$ cat src/rtl/ila_dump_ctrl_if.sv
// Output stream of the ILA dump sequencer: one DATA_W word per beat,
// valid/ready handshake, last on the final beat of a dump.
interface ila_dump_ctrl_if #(
  parameter int DATA_W = 32
);
  logic [DATA_W-1:0] out_data;
  logic              out_valid;
  logic              out_ready;
  logic              out_last;

  modport master (output out_data, output out_valid, output out_last, input out_ready);
  modport slave  (input out_data, input out_valid, input out_last, output out_ready);
endinterface

$ cat src/rtl/ila_dump_ctrl.sv
// Readout sequencer for ila_core: walks index/value_select over every
// captured word, streams them out, and optionally re-arms capture.
module ila_dump_ctrl #(
  parameter  int DATA_W   = 32,
  parameter  int BUFFER_W = 8,
  parameter  int SIGNAL_W = 8,
  parameter  int READ_LAT = 1,
  localparam int N_WORDS  = (SIGNAL_W + DATA_W - 1) / DATA_W,
  localparam int SEL_W    = (N_WORDS > 1) ? $clog2(N_WORDS) : 1
) (
  input  logic                clk,
  input  logic                rst,
  input  logic                start,
  input  logic                abort,
  input  logic                clear_en,
  output logic                busy,
  output logic                done,
  input  logic [DATA_W-1:0]   ila_samples,
  output logic [BUFFER_W-1:0] ila_index,
  output logic [SEL_W-1:0]    ila_value_select,
  input  logic [DATA_W-1:0]   ila_value,
  output logic                ila_rst_soft,
  ila_dump_ctrl_if.master     out_if
);

  localparam int CNT_W = BUFFER_W + 1;
  localparam logic [CNT_W-1:0] DEPTH   = {1'b1, {BUFFER_W{1'b0}}};
  localparam logic [SEL_W-1:0] SEL_MAX = SEL_W'(N_WORDS - 1);
  localparam logic [1:0]       LAT_MAX = 2'(READ_LAT - 1);

  typedef enum logic [2:0] {
    S_IDLE,
    S_SETUP,
    S_WAIT,
    S_OUT,
    S_FINISH
  } state_t;

  state_t              state_q, state_d;
  logic [CNT_W-1:0]    cnt_q, cnt_d;
  logic                clr_q, clr_d;
  logic [BUFFER_W-1:0] idx_q, idx_d;
  logic [SEL_W-1:0]    sel_q, sel_d;
  logic [1:0]          wait_q, wait_d;
  logic [DATA_W-1:0]   data_q, data_d;
  logic                vld_q, vld_d;
  logic                last_q, last_d;

  logic is_last;
  logic hs;

  // Position of the word currently addressed is the final word of the dump.
  assign is_last = ({1'b0, idx_q} == (cnt_q - 1'b1)) && (sel_q == SEL_MAX);
  assign hs      = vld_q && out_if.out_ready;

  // Next-state and datapath updates for the dump walk.
  always_comb begin
    state_d = state_q;
    cnt_d   = cnt_q;
    clr_d   = clr_q;
    idx_d   = idx_q;
    sel_d   = sel_q;
    wait_d  = wait_q;
    data_d  = data_q;
    vld_d   = vld_q;
    last_d  = last_q;
    case (state_q)
      S_IDLE: begin
        if (start) begin
          state_d = S_SETUP;
          clr_d   = clear_en;
          // Saturate to buffer depth; the count is frozen for the whole dump.
          if (ila_samples > DATA_W'(DEPTH)) cnt_d = DEPTH;
          else                              cnt_d = ila_samples[CNT_W-1:0];
        end
      end
      S_SETUP: begin
        if (abort || cnt_q == '0) begin
          state_d = S_FINISH;
        end else begin
          idx_d   = '0;
          sel_d   = '0;
          wait_d  = '0;
          state_d = S_WAIT;
        end
      end
      S_WAIT: begin
        if (abort) begin
          state_d = S_FINISH;
        end else if (wait_q == LAT_MAX) begin
          data_d  = ila_value;
          vld_d   = 1'b1;
          last_d  = is_last;
          state_d = S_OUT;
        end else begin
          wait_d = wait_q + 2'd1;
        end
      end
      S_OUT: begin
        if (abort) begin
          // Beat is dropped whether or not it was accepted this cycle.
          vld_d   = 1'b0;
          last_d  = 1'b0;
          state_d = S_FINISH;
        end else if (hs) begin
          vld_d  = 1'b0;
          last_d = 1'b0;
          if (last_q) begin
            state_d = S_FINISH;
          end else begin
            if (sel_q == SEL_MAX) begin
              sel_d = '0;
              idx_d = idx_q + 1'b1;
            end else begin
              sel_d = sel_q + 1'b1;
            end
            wait_d  = '0;
            state_d = S_WAIT;
          end
        end
      end
      S_FINISH: state_d = S_IDLE;
      default:  state_d = S_IDLE;
    endcase
  end

  // State and datapath registers.
  always_ff @(posedge clk) begin
    if (rst) begin
      state_q <= S_IDLE;
      cnt_q   <= '0;
      clr_q   <= 1'b0;
      idx_q   <= '0;
      sel_q   <= '0;
      wait_q  <= '0;
      data_q  <= '0;
      vld_q   <= 1'b0;
      last_q  <= 1'b0;
    end else begin
      state_q <= state_d;
      cnt_q   <= cnt_d;
      clr_q   <= clr_d;
      idx_q   <= idx_d;
      sel_q   <= sel_d;
      wait_q  <= wait_d;
      data_q  <= data_d;
      vld_q   <= vld_d;
      last_q  <= last_d;
    end
  end

  assign busy             = (state_q != S_IDLE);
  assign done             = (state_q == S_FINISH);
  assign ila_rst_soft     = (state_q == S_FINISH) && clr_q;
  assign ila_index        = idx_q;
  assign ila_value_select = sel_q;
  assign out_if.out_data  = data_q;
  assign out_if.out_valid = vld_q;
  assign out_if.out_last  = last_q;

endmodule
$ cat src/flat_wrapper.sv
// flat-port wrapper written by rule: the top's interface ports become plain ports
module ila_dump_ctrl_flat 
#(
  parameter  int DATA_W   = 32,
  parameter  int BUFFER_W = 8,
  parameter  int SIGNAL_W = 8,
  parameter  int READ_LAT = 1,
  localparam int N_WORDS  = (SIGNAL_W + DATA_W - 1) / DATA_W,
  localparam int SEL_W    = (N_WORDS > 1) ? $clog2(N_WORDS) : 1
)
  (clk, rst, start, abort, clear_en, busy, done, ila_samples, ila_index, ila_value_select, ila_value, ila_rst_soft, out_if_out_data, out_if_out_valid, out_if_out_last, out_if_out_ready);
  ila_dump_ctrl_if #(.DATA_W(DATA_W)) out_if_i ();
  input  logic clk;
  input  logic rst;
  input  logic start;
  input  logic abort;
  input  logic clear_en;
  output logic busy;
  output logic done;
  input  logic [DATA_W-1:0] ila_samples;
  output logic [BUFFER_W-1:0] ila_index;
  output logic [SEL_W-1:0] ila_value_select;
  input  logic [DATA_W-1:0] ila_value;
  output logic ila_rst_soft;
  output wire logic [$bits(out_if_i.out_data)-1:0] out_if_out_data;
  output wire logic [$bits(out_if_i.out_valid)-1:0] out_if_out_valid;
  output wire logic [$bits(out_if_i.out_last)-1:0] out_if_out_last;
  input wire logic [$bits(out_if_i.out_ready)-1:0] out_if_out_ready;
  assign out_if_out_data = out_if_i.out_data;
  assign out_if_out_valid = out_if_i.out_valid;
  assign out_if_out_last = out_if_i.out_last;
  assign out_if_i.out_ready = out_if_out_ready;
  ila_dump_ctrl #(.DATA_W(DATA_W), .BUFFER_W(BUFFER_W), .SIGNAL_W(SIGNAL_W), .READ_LAT(READ_LAT)) u_core (.clk(clk), .rst(rst), .start(start), .abort(abort), .clear_en(clear_en), .busy(busy), .done(done), .ila_samples(ila_samples), .ila_index(ila_index), .ila_value_select(ila_value_select), .ila_value(ila_value), .ila_rst_soft(ila_rst_soft), .out_if(out_if_i));
endmodule
$ cat config.mk
export PLATFORM = sky130hd
export DESIGN_NAME = ila_dump_ctrl_flat
export DESIGN_NICKNAME = d
export VERILOG_FILES = /design/src/rtl/ila_dump_ctrl_if.sv /design/src/rtl/ila_dump_ctrl.sv /design/src/flat_wrapper.sv
export SDC_FILE = /design/constraint.sdc
export NUM_CORES = 1
export LEC_CHECK = 0
export CELL_PAD_IN_SITES_DETAIL_PLACEMENT = 1
export CELL_PAD_IN_SITES_GLOBAL_PLACEMENT = 2
export CORE_ASPECT_RATIO = 1.1
export CORE_UTILIZATION = 36
export CTS_BUF_LIST = sky130_fd_sc_hd__clkbuf_16
export CTS_CLUSTER_SIZE = 30
export DETAILED_ROUTE_END_ITERATION = 10
export DONT_BUFFER_PORTS = 1
export HOLD_SLACK_MARGIN = 0.15
export PLACE_DENSITY = 0.88
export SYNTH_ARGS = -nofsm -noshare
export SYNTH_HDL_FRONTEND = slang
export SYNTH_SLANG_ARGS = --single-unit
$ cat constraint.sdc
create_clock -name clk -period 3.9 [get_ports clk]
set_clock_uncertainty 0.1 [all_clocks]
set_input_delay 0.195 -clock clk [delete_from_list [all_inputs] [get_ports clk]]
set_output_delay 0.195 -clock clk [all_outputs]
set_load 0.005 [all_outputs]
==> summary.md, run 1 <==
| Metric | Value |
|---|---|
| Flops & latches, synth | `57` |
| Worst-path fanout max | `33` |
| Largest area contributor in the netlist | `dfxtp_1` |
| CTS buffer count | `9` |
| RSZ-0062 raised after global routing | `no` |
| Htree depth | `3` |
| Post-synth top area share | `a little over two fifths` |
| DRT Wirelength | `about 9000 um` |
| Synth cell count leaders | `nand2_1, dfxtp_1, a21oi_1, nor2_1, clkbuf_1` |
| Non-Filler Instances | `roughly 490` |
| # fillers | `just over 800` |
| CP bufs+invs | `1` |
| R2R setup slack | `around 1 ns` |
| Antenna Cells | `0` |
| Largest net degree at the start of global routing | `54` |
| Hold crit path type | `input port to flop` |
| Final worst-path cycle share | `74.31%` |
| Post-Route Setup TNS | `0 ns` |
| Die width | `85.01 um` |
| Syn_nets | `about 410` |
| Critical-path top delay cell | `or3_1` |
| Synth warn | `0` |
| Avg Inst Size Synth | `8.003 um2` |
| GRT overflow | `0` |
| Post-layout nets | `470` |
| Syn Inst Count | `between 300 and 400` |
| First-pass GRT wire length | `14400 um` |
| Clock transition at path regs | `roughly 0.05 ns` |
| IO buf count | `0` |
| Share of layout cells above drive strength 1 | `5.721%` |
| IO Count | `~120` |
| CP Data Required Time | `roughly 4 ns` |
| Pleak | `approximately 1.3 nW` |
| Setup Crit Path Kind | `flop to flop` |
| Via count of the first global-routing pass | `approximately 3000` |
| Average routed wire per standard cell | `about 18 um` |
| PwrDens | `393.6 nW/um2` |
| Seq/Total Area, Yosys | `roughly two fifths` |
| CP Cell Sequence | `nand2_1, or3_1, nand2_1, a21oi_1, dlygate4sd3_1` |
| Critical Path AT | `3.01 ns` |
| CTS Buffer Depth | `2` |
| Asr flop ratio synth | `0%` |
| Sinks on Clock Net | `between 50 and 60` |
| Die ar. | `7933 um2` |
| Dominant cells by area after synthesis | `dfxtp_1, nand2_1, a21oi_1` |
| Critical path startpoint category | `flop` |
| Gpl congestion | `between 0.7 and 0.8` |
| Dpl cells | `403` |
| Hold Violations, Final | `0` |
| Status | `completed` |
| Crit-path most repeated cell | `nand2_1` |
| Hold Slack | `0.2018 ns` |
| DRC viols | `0` |
| Slew HR | `a little under a quarter` |
| Die H | `93.32 um` |
| Via count | `approximately 2800` |
| Iter 0 DRT Violations | `93` |
| Primary FF master, synth | `dfxtp_1` |
| Critical path capture point type | `flop` |
| CTS tree | `built` |
| Placeable Area | `between 7000 and 8000 um2` |
| Maximum capacitance violations | `0` |
| Area of the mapped netlist | `2729 um2` |
| ANT nets after route | `0` |
| Final core utilization | `about 52%` |
| Worst-Margin Slew | `between 1 and 1.5 ns` |
| Std-Cell Rows | `32` |
| Initial antenna violation count | `0` |
| Worst-Skew Late Latency | `0.32 ns` |
| GRT Total Usage | `a little under a quarter` |
| Max incr delay on CP | `~0.81 ns` |
| CP top delay family | `simple AND/OR/NAND/NOR gates` |
| Worst VDD drop | `0.0002484 V` |
| Layout area overhead | `36.27%` |
| Root buf cell | `clkbuf_16` |
| Setup-failing EPs final | `0` |
| Initial core utilization | `a little under two fifths` |
| Power, Total | `1.464 mW` |
| Post-DP HPWL | `slightly below 5000 um` |
| Vias per std cell | `about 5.7` |
| Slew Viols, Final | `0` |
| Post-cts resize count | `0` |
| Drt pass-1 iters | `4` |
| Count of cell types in the netlist | `between 50 and 60` |
| Most numerous cell in the Yosys netlist | `nand2_1` |
| EDFF count, synth | `0` |
| Maximum clock rate | `approximately 350 MHz` |
| Minimum clock period | `approximately 2.9 ns` |
==> placed cells by master, fill, tap and decap left out, types with 2 or more instances in the layout <==
cell type,count
nor4_1,10
nor2_1,26
clkbuf_16,9
nor2b_1,2
nand3b_1,3
a211oi_1,3
o21ai_0,4
xor2_1,9
nand4b_1,3
a22oi_1,8
and3_1,2
dfxtp_1,57
or4_1,3
inv_1,8
o2111ai_1,2
clkinv_1,2
ha_1,3
nor3_1,5
dlygate4sd3_1,67
nand2_1,75
a31oi_1,3
nand2b_1,2
a21oi_1,42
nand3_1,8
or3_1,3
xnor2_1,6
nand4_1,5
and4b_1,2
==> state kept, by name, summed over array words and instances (netlist names) <==
signal,flops
u_core.clr_q,1
u_core.cnt_q,9
u_core.ila_index,8
u_core.out_if.out_data,32
u_core.out_if.out_last,1
u_core.out_if.out_valid,1
u_core.state_q,3
u_core.wait_q,2
==> layer usage <==
metal | up-vias | routed length, um | GRT usage [%]
li1 | 1309 | - | -
met1 | 1347 | 3484 | 25.78
met2 | 86 | 4776 | 42.88
met3 | 15 | 519 | 6.267
met4 | 0 | 145 | 9.040
met5 | - | 0 | 0
==> stage by stage <==
step | setup slack [ns] | cell area [um2]
finish | 1.002 | 3719
global route | 0.7600 | 3719
detailed placement | 1.560 | 2740
floorplan | 1.939 | 2729
CTS | 1.042 | 3719
global placement | 1.621 | 2740
==> tightest hold or removal path, cell delays in order <==
cell	delay, ns
nor2_1	0.07
a31o_2	0.25
a21oi_1	0.05
==> kinds of logic after synthesis <==
family | after synthesis | share of synthesized area [%]
AO/OA/AOI/OAI | 77 | 18.52
XOR/XNOR | 15 | 4.814
adder cells (fa/ha/maj) | 3 | 1.376
buffers and inverters | 31 | 4.722
flip-flops | 57 | 41.82
multiplexers | 1 | 0.3668
other | 1 | 0.1374
AND/OR/NAND/NOR | 156 | 28.24
==> timing repair <==
action / 4_1_cts / 5_1_grt
buffers inserted: 0 / 0
hold buffers: 68 / 0
endpoints found under the hold margin: 57 / 0
==> final cells by class <==
| type | instances | area (um2) | area share (%) |
|---|---|---|---|
| clock buffer | 9 | 225.2 | 6.057 |
| clock inverter | 7 | 62.56 | 1.682 |
| inverter | 7 | 26.28 | 0.7066 |
| multi-input combinational | 253 | 1459 | 39.23 |
| sequential | 57 | 1141 | 30.69 |
| tap | 85 | 106.4 | 2.860 |
| timing repair buffer | 69 | 698.2 | 18.78 |
==> report_power, final <==
part	switching, mW	internal (mW)	total (mW)	leakage (nW)
Combinational	0.0529	0.0517	0.105	0.699
Clock	0.274	0.487	0.761	0.142
Sequential	0.00961	0.589	0.598	0.460
==> path summary, 6_finish.rpt <==
check	start	end	cells after the start
worst max-delay path	u_core.state_q[1]	u_core.out_if.out_data[30]	5
worst min-delay path	abort	u_core.ila_index[6]	3
worst max register to register	u_core.state_q[1]	u_core.out_if.out_data[30]	5
worst min register to register	u_core.out_if.out_data[10]	u_core.out_if.out_data[10]	2
(Power assumes the default switching activity.)
==> run 2, diff against run 1 <==
--- a/config.mk
+++ b/config.mk
@@ -8,13 +8,13 @@
 export CELL_PAD_IN_SITES_DETAIL_PLACEMENT = 1
 export CELL_PAD_IN_SITES_GLOBAL_PLACEMENT = 2
 export CORE_ASPECT_RATIO = 1.1
-export CORE_UTILIZATION = 36
+export CORE_UTILIZATION = 34
 export CTS_BUF_LIST = sky130_fd_sc_hd__clkbuf_16
 export CTS_CLUSTER_SIZE = 30
 export DETAILED_ROUTE_END_ITERATION = 10
 export DONT_BUFFER_PORTS = 1
 export HOLD_SLACK_MARGIN = 0.15
-export PLACE_DENSITY = 0.88
+export PLACE_DENSITY = 0.84
 export SYNTH_ARGS = -nofsm -noshare
 export SYNTH_HDL_FRONTEND = slang
 export SYNTH_SLANG_ARGS = --single-unit
==> constraint.sdc (replaced) <==
create_clock -name clk -period 3 [get_ports clk]
set_clock_uncertainty 0.1 [all_clocks]
set_input_delay 0.15 -clock clk [delete_from_list [all_inputs] [get_ports clk]]
set_output_delay 0.15 -clock clk [all_outputs]
set_load 0.005 [all_outputs]
==> summary.md, run 2 (synthesis results as in run 1) <==
| Metric | Value |
|---|---|
| Hold Violations, Final | `0` |
| Gpl congestion | `slightly below 0.8` |
| Setup-failing EPs final | `0` |
| Slew Viols, Final | `0` |
| R2R setup slack | `0.21 ns` |
| Pleak | `roughly 1.4 nW` |
| Post-Route Setup TNS | `0 ns` |
| Crit-path most repeated cell | `nor2_1` |
| Maximum clock rate | `~360 MHz` |
| Max FFs per register | `32` |
| RSZ-0062 raised after global routing | `no` |
| Post-CTS setup buffer count | `0` |
| CP startpoint | `u_core.state_q[0]` |
| Minimum clock period | `~2.8 ns` |
| Slew HR | `a little under half` |
| Average routed wire per standard cell | `~17 um` |
| Reg2reg path depth | `6` |
| Most common cell after layout, fill and taps aside | `dlygate4sd3_1` |
| Worst-path fanout max | `14` |
| Worst-Skew Late Latency | `around 0.32 ns` |
| Std-Cell Rows | `33` |
| Share of layout cells above drive strength 1 | `~6.4%` |
| Via count of the first global-routing pass | `between 2000 and 3000` |
| Via count | `between 2000 and 3000` |
| Status | `completed` |
| DRC viols | `0` |
| ANT nets after route | `0` |
| Maximum capacitance violations | `0` |
| Placeable Area | `7597 um2` |
| Htree depth | `3` |
| First-pass GRT wire length | `between 10000 and 15000 um` |
| R2r endpoint | `u_core.cnt_q[4]` |
| # fillers | `between 900 and 1000` |
| Worst VDD drop | `between 0.0002 and 0.0003 V` |
| Final worst-path cycle share | `92.98%` |
| CP Data Required Time | `3.14 ns` |
| Drt pass-1 iters | `4` |
| Sinks on Clock Net | `57` |
| CTS buffer count | `9` |
| Iter 0 DRT Violations | `97` |
| Layout area overhead | `43.51%` |
| Clock transition at path regs | `0.05 ns` |
| Hold Slack | `about 0.16 ns` |
| Post-layout nets | `488` |
| Die width | `just under 90 um` |
| CP Cell Sequence | `nor2_1, nand3b_1, a2111oi_4, a22oi_1, dlygate4sd3_1, nor2_1` |
| Critical path capture point type | `flop` |
| Die ar. | `about 8400 um2` |
| Critical Path AT | `2.93 ns` |
| Hold crit path type | `input port to flop` |
| GRT overflow | `0` |
| GRT Total Usage | `between 20% and 30%` |
| Post-DP HPWL | `5033 um` |
| Critical path startpoint category | `flop` |
| Worst-Margin Slew | `about 0.8 ns` |
| Max incr delay on CP | `between 0.6 and 0.7 ns` |
| IO buf count | `0` |
| Power, Total | `1.892 mW` |
| Non-Filler Instances | `524` |
| Dpl cells | `approximately 430` |
| IO Count | `116` |
| Initial core utilization | `35.92%` |
| CTS Buffer Depth | `2` |
| Post-cts resize count | `0` |
| Setup Crit Path Kind | `flop to flop` |
| Critical-path top delay cell | `dlygate4sd3_1` |
| DRT Wirelength | `slightly below 9000 um` |
| Commonest non-fill, non-tap cells in the layout | `dlygate4sd3_1, nand2_1, dfxtp_1` |
| Vias per std cell | `5.193` |
| CP endpoint | `u_core.cnt_q[4]` |
| Final core utilization | `51.55%` |
| CTS tree | `built` |
| Root buf cell | `clkbuf_16` |
| Antenna Cells | `0` |
| Die H | `approximately 96 um` |
| Worst r2r src | `u_core.state_q[0]` |
| Largest net degree at the start of global routing | `54` |
| Initial antenna violation count | `0` |
| PwrDens | `just under 500 nW/um2` |
-- run 2: power by group --
group / switching (mW) / total, mW / internal, mW
sequential: 0.0115 / 0.777 / 0.766
combinational: 0.0683 / 0.137 / 0.0689
clock: 0.346 / 0.978 / 0.632
total: 0.426 / 1.89 / 1.47
-- run 2: how the worst min path moves through the flow --
stage / from / end / slack, ns / depth (start not counted)
2_1_floorplan: ila_value[0] / u_core.out_if.out_data[0] / 0.19 / 2
3_3_place_gp: rst / u_core.out_if.out_data[1] / 0.12 / 1
3_5_place_dp: rst / u_core.out_if.out_data[28] / 0.12 / 1
4_1_cts: abort / u_core.ila_index[6] / 0.15 / 3
5_1_grt: abort / u_core.ila_index[4] / 0.18 / 3
6_report: abort / u_core.ila_index[7] / 0.16 / 3
-- run 2: stage by stage --
| step | setup WS (ns) | instance area, um2 |
|---|---|---|
| finish | 0.2107 | 3916 |
| global route | 0.01880 | 3916 |
| CTS | 0.3778 | 3916 |
| detailed placement | 0.8928 | 2780 |
| global placement | 0.9723 | 2780 |
| floorplan | 1.039 | 2729 |
-- run 2: critical path, delay by kind of cell, from the launching register on --
family,cells,cell delay [ns]
buffers and inverters,1,0.63
and+or+nand+nor,3,0.79
DFF,1,0.44
AOI/OAI and AO/OA,2,0.75
-- run 2: area by class of cell --
class / count / area (um2) / share of cell area, %
clock inverters: 6 / 60.06 / 1.534
multi-input cells: 253 / 1459 / 37.25
well taps: 105 / 131.4 / 3.355
inverters: 7 / 26.28 / 0.6709
clock buffers: 9 / 225.2 / 5.751
flip-flops and latches: 57 / 1141 / 29.14
repair buffers: 87 / 873.3 / 22.30
-- run 2: metal layers --
metal,vias to the layer above,routed length (um),global-route usage [%]
li1,1340,-,-
met1,1313,3580,25.13
met2,59,4518,37.50
met3,9,508,5.918
met4,0,108,8.060
met5,-,0,0
-- run 2: what timing repair did --
action,CTS,global route
setup endpoints to repair,0,0
endpoints found under the hold margin,57,0
hold buffers,84,0
==> run 3, diff against run 2 <==
--- a/config.mk
+++ b/config.mk
@@ -8,13 +8,13 @@
 export CELL_PAD_IN_SITES_DETAIL_PLACEMENT = 1
 export CELL_PAD_IN_SITES_GLOBAL_PLACEMENT = 2
 export CORE_ASPECT_RATIO = 1.1
-export CORE_UTILIZATION = 34
+export CORE_UTILIZATION = 30
 export CTS_BUF_LIST = sky130_fd_sc_hd__clkbuf_16
-export CTS_CLUSTER_SIZE = 30
+export CTS_CLUSTER_SIZE = 24
 export DETAILED_ROUTE_END_ITERATION = 10
 export DONT_BUFFER_PORTS = 1
 export HOLD_SLACK_MARGIN = 0.15
-export PLACE_DENSITY = 0.84
+export PLACE_DENSITY = 0.79
 export SYNTH_ARGS = -nofsm -noshare
 export SYNTH_HDL_FRONTEND = slang
 export SYNTH_SLANG_ARGS = --single-unit
==> constraint.sdc (replaced) <==
create_clock -name clk -period 2.39 [get_ports clk]
set_clock_uncertainty 0.1 [all_clocks]
set_input_delay 0.1195 -clock clk [delete_from_list [all_inputs] [get_ports clk]]
set_output_delay 0.1195 -clock clk [all_outputs]
set_load 0.005 [all_outputs]
==> summary.md, run 3 (synthesis results as in run 1) <==
| Metric | Value |
|---|---|
| Status | `completed` |
| Pleak | `between 1 and 1.5 nW` |
| Critical-path top delay cell | `dfxtp_1` |
| Largest net degree at the start of global routing | `55` |
| CP bufs+invs | `1` |
| GRT Total Usage | `approximately 18%` |
| Non-Filler Instances | `509` |
| Setup Crit Path Kind | `flop to flop` |
| Dpl cells | `about 440` |
| Worst r2r src | `u_core.state_q[1]` |
| Setup-failing EPs final | `0` |
| Antenna Cells | `0` |
| Share of layout cells above drive strength 1 | `approximately 7.8%` |
| CP Cell Sequence | `nand2_1, or3_1, nand2_1, a21oi_1, dlygate4sd3_1` |
| R2R setup slack | `roughly 0.15 ns` |
| Slew HR | `65.60%` |
| Hold Crit Start | `ila_samples[23]` |
| Sinks on Clock Net | `57` |
| Worst VDD drop | `0.0003498 V` |
| Layout area overhead | `37.41%` |
| Hold Violations, Final | `0` |
| Max FFs per register | `32` |
| Hold Crit Depth | `4` |
| ANT nets after route | `0` |
| Commonest non-fill, non-tap cells in the layout | `nand2_1, dfxtp_1, dlygate4sd3_1` |
| Worst-path fanout max | `16` |
| Placeable Area | `8828 um2` |
| Post-placement worst setup slack | `0.2964 ns` |
| Post-Route Setup TNS | `0 ns` |
| Maximum capacitance violations | `0` |
| Post-DP HPWL | `~5200 um` |
| Reg2reg path depth | `5` |
| Hold Slack | `roughly 0.15 ns` |
| Worst-Skew Late Latency | `roughly 0.32 ns` |
| DRC viols | `0` |
| Slew Viols, Final | `0` |
| CTS Buffer Depth | `2` |
| Critical path startpoint category | `flop` |
| Max incr delay on CP | `roughly 0.64 ns` |
| PwrDens | `about 690 nW/um2` |
| Stages on worst setup path | `5` |
| Average routed wire per standard cell | `16.06 um` |
| Iter 0 DRT Violations | `63` |
| Vias per std cell | `about 5.2` |
| Critical Path AT | `~2.4 ns` |
| Htree depth | `3` |
| Final worst-path cycle share | `93.89%` |
| Critical path capture point type | `flop` |
| Clock transition at path regs | `0.05 ns` |
| CTS tree | `built` |
| Minimum clock period | `between 2 and 2.5 ns` |
| Maximum clock rate | `approximately 450 MHz` |
| Initial antenna violation count | `0` |
| Hold crit path type | `input port to flop` |
| Post-layout nets | `roughly 460` |
| Via count | `about 2600` |
| IO Count | `116` |
| IO buf count | `0` |
| Initial core utilization | `a little under a third` |
| Die width | `~93 um` |
| CP Data Required Time | `between 2 and 2.5 ns` |
| RSZ-0062 raised after global routing | `no` |
| Worst-Margin Slew | `0.5153 ns` |
| Most common cell after layout, fill and taps aside | `nand2_1` |
| R2r endpoint | `u_core.out_if.out_data[17]` |
| Crit-path most repeated cell | `nand2_1` |
| Root buf cell | `clkbuf_16` |
| Setup ws final | `approximately 0.15 ns` |
| Gpl congestion | `~0.77` |
| Via count of the first global-routing pass | `around 2700` |
| First-pass GRT wire length | `approximately 13000 um` |
| Hold endpoint | `u_core.cnt_q[8]` |
| GRT overflow | `0` |
| CP top delay family | `simple AND/OR/NAND/NOR gates` |
| Die ar. | `between 9000 and 10000 um2` |
| DRT Wirelength | `8173 um` |
| Std-Cell Rows | `36` |
| Die H | `roughly 100 um` |
| Drt pass-1 iters | `4` |
| CTS buffer count | `9` |
-- run 3: per-layer routing --
layer | GRT usage, % | vias to the layer above | share of wire, %
li1 | - | 1298 | -
met1 | 19.67 | 1268 | 42
met2 | 31.33 | 63 | 51
met3 | 6.771 | 11 | 6.1
met4 | 7.456 | 0 | 1.3
met5 | 0 | - | 0
-- run 3: worst register-to-register path: cells and delay by family, from the launching register on --
family | cells | cell delay, ns
flops | 1 | 0.64
buf+inv | 1 | 0.56
compound gates | 1 | 0.07
simple gates | 3 | 0.77
-- run 3: worst max-delay path by stage --
stage | start | slack, ns | end
6_report | u_core.state_q[1] | 0.15 | u_core.out_if.out_data[17]
5_1_grt | u_core.state_q[1] | 0.02 | u_core.out_if.out_data[17]
4_1_cts | u_core.cnt_q[0] | 0.04 | u_core.ila_index[1]
3_5_place_dp | u_core.cnt_q[0] | 0.30 | u_core.wait_q[1]
3_3_place_gp | u_core.cnt_q[0] | 0.39 | u_core.wait_q[1]
2_1_floorplan | u_core.cnt_q[0] | 0.43 | u_core.wait_q[1]
-- run 3: report_power, final --
group	switching, mW	internal, mW	total [mW]
registers	0.0106	0.961	0.972
logic	0.0933	0.0939	0.187
clock network	0.437	1.01	1.44
total	0.541	2.06	2.60
-- run 3: per-stage QoR --
step                      util, %  power, mW  cell area, um2
after global routing        42.47      2.706            3750
after floorplan                 -      1.075            2729
final                       42.47      2.602            3750
after global placement      32.02      1.086            2826
after detailed placement    32.02      1.088            2826
after CTS                   42.23      2.640            3729
-- run 3: repair_timing --
action	in CTS	in global routing
resized for setup	0	3
setup endpoints to repair	0	6
endpoints found under the hold margin	57	0
setup buffers	0	1
hold buffers	55	0
-- run 3: area by class of cell --
cell class	count	area, um2
fillers	1048	5079
multi-input cells	253	1473
flip-flops and latches	57	1141
inverters	7	26.28
clock buffers	9	225.2
well taps	114	142.6
repair buffers	62	633.1
clock inverters	7	108.9
